File: src/rtl/pulse_cnt_reporter.sv
`default_nettype none
// ============================================================================
// Module  : pulse_cnt_reporter
// Purpose : Windowed delta reporter for a 4-channel pulse counter bank.
//           Optional o_win_idx port when PULSE_RPT_WINIDX_EN is defined.
// Rev     : 1.0  initial release
// ============================================================================
module pulse_cnt_reporter #(
   parameter int WINDOW_CYCLES = 1000
) (
   input  logic        i_clk,
   input  logic        i_rst,
   input  logic        i_start,
   input  logic        i_stop,
   input  logic [15:0] i_pulse_cnt1,
   input  logic [15:0] i_pulse_cnt2,
   input  logic [15:0] i_pulse_cnt3,
   input  logic [15:0] i_pulse_cnt4,
   output logic        o_cnt_en,
   output logic        o_valid,
   input  logic        i_ready,
   output logic [15:0] o_data,
   output logic [1:0]  o_ch,
   output logic        o_last,
   output logic        o_overrun,
   output logic        o_busy
`ifdef PULSE_RPT_WINIDX_EN
   ,
   output logic [15:0] o_win_idx
`endif
);

   typedef enum logic [0:0] {IDLE = 1'b0, RUN  = 1'b1} meas_state_t;
   typedef enum logic [0:0] {RIDLE = 1'b0, SEND = 1'b1} rpt_state_t;

   localparam logic [15:0] C_WIN_LAST = 16'(WINDOW_CYCLES - 1);

   meas_state_t r_mstate, w_mstate_nxt;
   rpt_state_t  r_rstate, w_rstate_nxt;
   logic [15:0] r_timer;
   logic [15:0] r_prev  [4];
   logic [15:0] r_delta [4];
   logic [1:0]  r_beat;
   logic        r_overrun;
   logic [15:0] w_cnt   [4];

   logic w_start_acc, w_win_end, w_accept, w_last_acc, w_load, w_drop;

   assign w_cnt[0] = i_pulse_cnt1;
   assign w_cnt[1] = i_pulse_cnt2;
   assign w_cnt[2] = i_pulse_cnt3;
   assign w_cnt[3] = i_pulse_cnt4;

   // i_stop has priority over both i_start and a coincident window end
   assign w_start_acc = (r_mstate == IDLE) & i_start & ~i_stop;
   assign w_win_end   = (r_mstate == RUN) & ~i_stop & (r_timer == C_WIN_LAST);
   assign w_accept    = (r_rstate == SEND) & i_ready;
   assign w_last_acc  = w_accept & (r_beat == 2'd3);
   assign w_load      = w_win_end & ((r_rstate == RIDLE) | w_last_acc);
   assign w_drop      = w_win_end & ~w_load;

   always_comb begin
      w_mstate_nxt = r_mstate;
      w_rstate_nxt = r_rstate;
      case (r_mstate)
         IDLE:    if (w_start_acc) w_mstate_nxt = RUN;
         RUN:     if (i_stop)      w_mstate_nxt = IDLE;
         default: w_mstate_nxt = IDLE;
      endcase
      case (r_rstate)
         RIDLE:   if (w_load)                 w_rstate_nxt = SEND;
         SEND:    if (w_last_acc && !w_load)  w_rstate_nxt = RIDLE;
         default: w_rstate_nxt = RIDLE;
      endcase
   end

   always_ff @(posedge i_clk or posedge i_rst) begin
      if (i_rst) begin
         r_mstate  <= IDLE;
         r_rstate  <= RIDLE;
         r_timer   <= '0;
         r_beat    <= '0;
         r_overrun <= 1'b0;
         for (int k = 0; k < 4; k++) begin
            r_prev[k]  <= '0;
            r_delta[k] <= '0;
         end
      end else begin
         r_mstate <= w_mstate_nxt;
         r_rstate <= w_rstate_nxt;

         if (w_start_acc || i_stop || (r_timer == C_WIN_LAST))
            r_timer <= '0;
         else if (r_mstate == RUN)
            r_timer <= r_timer + 16'd1;

         // prev tracks every window end, including dropped ones
         for (int k = 0; k < 4; k++) begin
            if (w_start_acc || w_win_end)
               r_prev[k] <= w_cnt[k];
            if (w_load)
               r_delta[k] <= w_cnt[k] - r_prev[k];
         end

         if (w_load)
            r_beat <= 2'd0;
         else if (w_accept)
            r_beat <= r_beat + 2'd1;

         if (w_start_acc)
            r_overrun <= 1'b0;
         else if (w_drop)
            r_overrun <= 1'b1;
      end
   end

`ifdef PULSE_RPT_WINIDX_EN
   logic [15:0] r_win_idx;
   logic [15:0] r_rpt_idx;

   always_ff @(posedge i_clk or posedge i_rst) begin
      if (i_rst) begin
         r_win_idx <= '0;
         r_rpt_idx <= '0;
      end else begin
         if (w_start_acc)
            r_win_idx <= '0;
         else if (w_win_end)
            r_win_idx <= r_win_idx + 16'd1;
         if (w_load)
            r_rpt_idx <= r_win_idx;
      end
   end

   assign o_win_idx = r_rpt_idx;
`endif

   assign o_cnt_en  = (r_mstate == RUN);
   assign o_valid   = (r_rstate == SEND);
   assign o_data    = r_delta[r_beat];
   assign o_ch      = r_beat;
   assign o_last    = (r_rstate == SEND) & (r_beat == 2'd3);
   assign o_overrun = r_overrun;
   assign o_busy    = (r_mstate == RUN) | (r_rstate == SEND);

endmodule
`default_nettype wire

File: config.mk
export PLATFORM = sky130hd
export DESIGN_NAME = pulse_cnt_reporter
export DESIGN_NICKNAME = d
export VERILOG_FILES = /design/src/rtl/pulse_cnt_reporter.sv
export SDC_FILE = /design/constraint.sdc
export NUM_CORES = 1
export LEC_CHECK = 0
export CORE_AREA = 4 4 148 150
export CTS_BUF_LIST = sky130_fd_sc_hd__clkbuf_4 sky130_fd_sc_hd__clkbuf_8 sky130_fd_sc_hd__clkbuf_16
export DETAILED_ROUTE_END_ITERATION = 7
export DIE_AREA = 0 0 152 154
export GPL_TIMING_DRIVEN = 0
export SLEW_MARGIN = 0
export SYNTH_ARGS = -nofsm -noshare
export SYNTH_HDL_FRONTEND = slang
export SYNTH_SLANG_ARGS = --single-unit
File: constraint.sdc
create_clock -name i_clk -period 6.07 [get_ports i_clk]
set_clock_uncertainty 0.05 [all_clocks]
set_input_delay 1.214 -clock i_clk [delete_from_list [all_inputs] [get_ports i_clk]]
set_output_delay 1.214 -clock i_clk [all_outputs]
set_load 0.005 [all_outputs]
; Word level (Yosys, flattened, before mapping)
; Cells that the tools add are included.
[totals]
inputBits = 69
out_inout_bits = 23
regBits = 149
[op_classes]
eq_ne = 2
addsub = 6
n_reduce_logical = 8
muxes = 15
bitwise_logic = 16
order_cmp = 1
[op_table]
columns = operator, count
row1 = $mux W16, 4
row2 = $sub A16 B16 Y16, 4
row3 = $bmux W16 S2, 1
row4 = $add A16 B1 Y16 const B, 1
row5 = $eq A16 B10 Y1 const B, 1
row6 = $and A1 B1 Y1, 9
row7 = $mux W1, 6
row8 = $reduce_bool A2 Y1, 3
row9 = $mux W2, 2
row10 = $not A1 Y1, 4
row11 = $pmux W1 S2, 2
row12 = $ge A3 B3 Y1 const B, 1
row13 = $logic_or A1 B1 Y1, 3
row14 = $not A2 Y3, 1
row15 = $add A2 B1 Y2 const B, 1
row16 = $eq A2 B2 Y1 const B, 1
row17 = $or A1 B1 Y1, 2
row18 = $logic_and A1 B1 Y1, 1
row19 = $logic_not A1 Y1, 1

; Depth between registers and ports, before layout
[depth]
ltp_word = 8
mapped_depth = 9
mapped_depth_nobuf = 9

; Worst setup path before layout
; Ideal clock, no wire load.
[synth_path]
path_kind = in2reg
start = input i_pulse_cnt2[0]
end = register r_delta[42] in the netlist's numbering
path_stages = 9
arrival_ns = 2.928
required_ns = 5.900
slack_ns = 2.972
setup_time_ns = 0.120
path_cell_list = inv_1 ha_1 fa_1 nand2b_1 a21oi_1 o311ai_0 a21boi_0 or3_1 a41o_1
[synth_via]
elab_chain_cells = 1
[synth_lines]
columns = element, line_no
row1 = "start, declared", 16  ; input logic [15:0] i_pulse_cnt2,
row2 = $sub A16 B16 Y16, 102  ; r_delta[k] <= w_cnt[k] - r_prev[k];
row3 = "end signal, assigned by index", 102
row4 = "end, declared", 42  ; logic [15:0] r_delta [4];
; Every way passes these cells.
; A chain may end at the register's enable or synchronous reset.

; Final worst setup path
[layout_path]
start = register r_beat[0] (netlist: o_ch[0])
end = output o_data[14]
[layout_via]
elab_chain_cells = 4
[layout_lines]
columns = element, line_no
row1 = "start, declared", 43  ; logic [1:0] r_beat;
row2 = "start signal, assigned", 108  ; r_beat <= r_beat + 2'd1;
row3 = $not A2 Y3 (not written as such), 140  ; assign o_data = r_delta[r_beat];
row4 = $bmux W16 S2, 140
row5 = $mux W16 (not written as such) (2 in a row), 140
row6 = "end, declared", 22  ; output logic [15:0] o_data,
; Every way passes these cells. The select of a mux whose other input is x is not followed.

==> reports/qor.yml <==
pwr:
  vdd_drop_max_v: 0.000184
  combPwrFrac_pct: 29.3
  p_per_area_nw_per_um2: 294
  clockPowerShare_pct: 36.4
  power_leakage_nw: 4.97
  swShare_pct: 30.4
  p_int_mw: 2.26
  switchingPower_mw: 0.986
  seqPwrFrac_pct: 34.3
detailed_routing:
  drtIter0Drc: 420
  vias: 7165
  ant_nets: 0
  drc: 0
  via_per_inst: 5.41
  wl_um: 22700
  dr.pass1.iters: 5
  routedWlPerCell_um: 17.1
clock_network:
  cts_buffers: 17
  ctsHoldBuffers: 0
  clk_pin_slew_ps: 60
  cts.path.max_buffers: 2
  post_cts_resized: 0
  clock-sinks: 149
  tritoncts: "yes"
  htreeDepth: 4
  cts_setup_buffers: 0
  cts-root-buf: "clkbuf_16"
  insertion_delay_ps: 420
worst_setup_path:
  r2r_start: "r_timer[0]"
  required_ps: 4810
  critPathArrivalTime_ps: 2910
  path_max_fanout: 10
  worstSetupPathType: "reg -> out"
  crit_start: "o_ch[0]"
  end_kind: "primary output"
  critPathLaunchType: "flop"
die:
  core-area_um2: 20700
  initial_utilization_pct: 43.9
  die_w_um: 152
  die_area_um2: 23400
  core.rowCount: 53
  ios: 92
  die_height_um: 154
synthesis:
  ys_seq_elements: 149
  syn_area_um2: 9080
  ys_types: 60
  ys_warn_count: 0
  synth_edf_count: 0
  syn-num-nets: 1060
  async_flop_share_pct: 100
  yosysSeqAreaShare_pct: 41.0
  syn_avg_cell_area_um2: 9.82
  synthCells: 925
  synthFlopType: "dfrtp_1"
hold_path:
  hp-start: "r_delta[35]"
  hold_path.class: "reg -> reg"
global_route:
  grt_pass1_vias: 6890
  use_met3_pct: 3.77
  grt_overflow: 0
  grt_busiest_layer: "met2"
  grt_use_met2_pct: 32.6
  grt_max_degree: 83
  antenna_found_initial: 0
  grt_util_met1_pct: 26.4
  grt_first_pass_wirelength_um: 36600
  track_usage_pct: 19.5
finish:
  area_growth_syn_to_layout_pct: 21.5
  num_antenna_cells: 0
  final_area_um2: 11000
  nets: 1171
  layout-drive-gt1-share_pct: 11.9
sta:
  tightest_slew_ps: 1110
  timing.fmax_mhz: 239
  holdWs_ps: 428
  setup_viol: 0
  period_needed_ps: 4180
  slew_headroom_pct: 25.7
  hold_viol_final: 0
  drv_slew: 0
  min_period_over_period_pct: 68.8
  rsz0062_at_grt: "false"
placed_design:
  place_area_um2: 10400
  dp_hpwl_um: 17200
  gp_congestion: 0.854
  numPortBuffers: 91
run:
  drv_cap: 0
outcome:
  status: "complete, no violations"
## worst paths after layout
path / endpoint / cells after the start / slack, ps
worst min register to register: r_delta[35] / 2 / 430
min in group asynchronous: o_cnt_en / 2 / 1230
worst max-delay path: o_data[14] / 4 / 1890
worst max register to register: r_prev[3] / 6 / 2980
worst min-delay path: r_delta[35] / 2 / 430
max in group asynchronous: r_prev[37] / 3 / 3910
## cells in the final DEF (no fill, tap or decap), types with 3 or more instances in the layout
| master | instances |
|---|---|
| clkdlybuf4s50_1 | 91 |
| or3_1 | 7 |
| o31ai_1 | 15 |
| fa_1 | 4 |
| clkbuf_1 | 20 |
| a21boi_0 | 5 |
| a31oi_1 | 5 |
| and3_1 | 8 |
| nor3b_1 | 3 |
| mux2_2 | 56 |
| xnor2_1 | 27 |
| nor2b_1 | 6 |
| nor3_1 | 10 |
| or2_2 | 4 |
| o21a_1 | 15 |
| a21o_1 | 12 |
| dfrtp_1 | 149 |
| a211oi_1 | 10 |
| inv_1 | 69 |
| clkbuf_16 | 17 |
| bufinv_16 | 4 |
| clkbuf_8 | 6 |
| nand3_1 | 19 |
| nor2_1 | 50 |
| and4_1 | 3 |
| nand2b_1 | 17 |
| buf_2 | 7 |
| o31a_1 | 3 |
| nand2_1 | 112 |
| and2_1 | 5 |
| nand4_1 | 5 |
| ha_1 | 62 |
| mux4_2 | 16 |
| o21ai_0 | 88 |
| a21oi_1 | 39 |
| o211ai_1 | 5 |
| xor2_1 | 30 |
## final cells by class
| cell class | instances | area, um2 |
|---|---|---|
| Clock buffer | 25 | 523 |
| Fill cell | 1905 | 9650 |
| Buffer | 29 | 125 |
| Multi-Input combinational cell | 677 | 4970 |
| Inverter | 70 | 268 |
| Tap cell | 275 | 344 |
| Clock inverter | 7 | 140 |
| Sequential cell | 149 | 3730 |
| Timing Repair Buffer | 92 | 938 |
## power groups by stage
stage | registers (mW) | logic, mW | clock network (mW)
finish | 1.11 | 0.950 | 1.18
global route | 1.13 | 1.06 | 1.25
floorplan | 1.12 | 0.684 | 0
CTS | 1.11 | 0.954 | 1.20
detailed placement | 1.13 | 0.946 | 0
global placement | 1.13 | 0.937 | 0
## cell families (layout without fill, tap and decap cells)
family | Yosys count | after routing | synth area share (%)
DFF | 149 | 149 | 41.0
xor gates and xnor gates | 57 | 57 | 5.50
muxes | 74 | 74 | 11.1
AOI/OAI and AO/OA | 219 | 219 | 15.0
and+or+nand+nor | 261 | 261 | 13.7
buffers and inverters | 99 | 223 | 4.27
adders and majority gates | 66 | 66 | 9.42
## cells in the mapped netlist (2+ instances only)
master     instances  share of area (%)
nand2b_1          17                1.2
or2_2              4               0.28
inv_1             70                2.9
xnor2_1           27                2.6
a21o_1            12               0.99
mux4_2            16                4.0
or3b_2             2               0.19
and4_1             3               0.29
o31ai_1           15                1.2
nand2_1          112                4.6
mux2i_1            2               0.22
a221o_1            2               0.22
nor4b_1            2               0.19
or3_1              7               0.48
a2111oi_0          2               0.19
o211ai_1           5               0.41
clkbuf_1          20               0.83
nand3_1           19                1.0
nand4_1            5               0.34
a211oi_1          10               0.83
o31a_1             3               0.29
buf_2              7               0.39
a21oi_1           39                2.1
nor2_1            50                2.1
nand4b_1           2               0.19
nor2b_1            6               0.41
mux2_2            56                6.9
o311ai_0           2               0.19
a21boi_0           5               0.41
a41o_1             2               0.22
o221ai_1           2               0.19
and2_1             5               0.34
o21bai_1           2               0.17
a31oi_1            5               0.34
fa_1               4               0.88
and3_1             8               0.55
o21ai_0           88                4.8
o21a_1            15                1.2
xor2_1            30                2.9
ha_1              62                8.5
dfrtp_1          149                 41
o2111ai_1          2               0.19
nor3_1            10               0.55
nor3b_1            3               0.25
## metrics by stage
stage	std cells	util, %	power (mW)	TNS [ps]	setup WS (ps)
3_5_place_dp	1292	50.1	2.08	0	1870
6_report	1324	53.3	3.25	0	1890
4_1_cts	1324	53.3	3.27	0	1800
3_3_place_gp	1291	50.0	2.07	-225660	-1520
5_1_grt	1324	53.3	3.43	0	1710
2_1_floorplan	925	-	1.81	0	798
## routing by layer
metal	up-vias	wire length, um
met5	-	0
met4	0	368
met3	16	932
met2	140	10800
met1	3503	10600
li1	3506	-
## flip-flops by register name, indices dropped and copies added (netlist names)
signal / flops
r_delta: 64
r_prev: 64
o_overrun: 1
o_cnt_en: 1
o_valid: 1
r_timer: 16
o_ch: 2
## worst max-delay path, cell delays in order, from the launching register on
cell,delay [ps]
dfrtp_1,390
buf_2,310
buf_1,670
mux4_2,640
clkdlybuf4s50_1,480
Note: power is estimated with default switching activity, not from simulation.
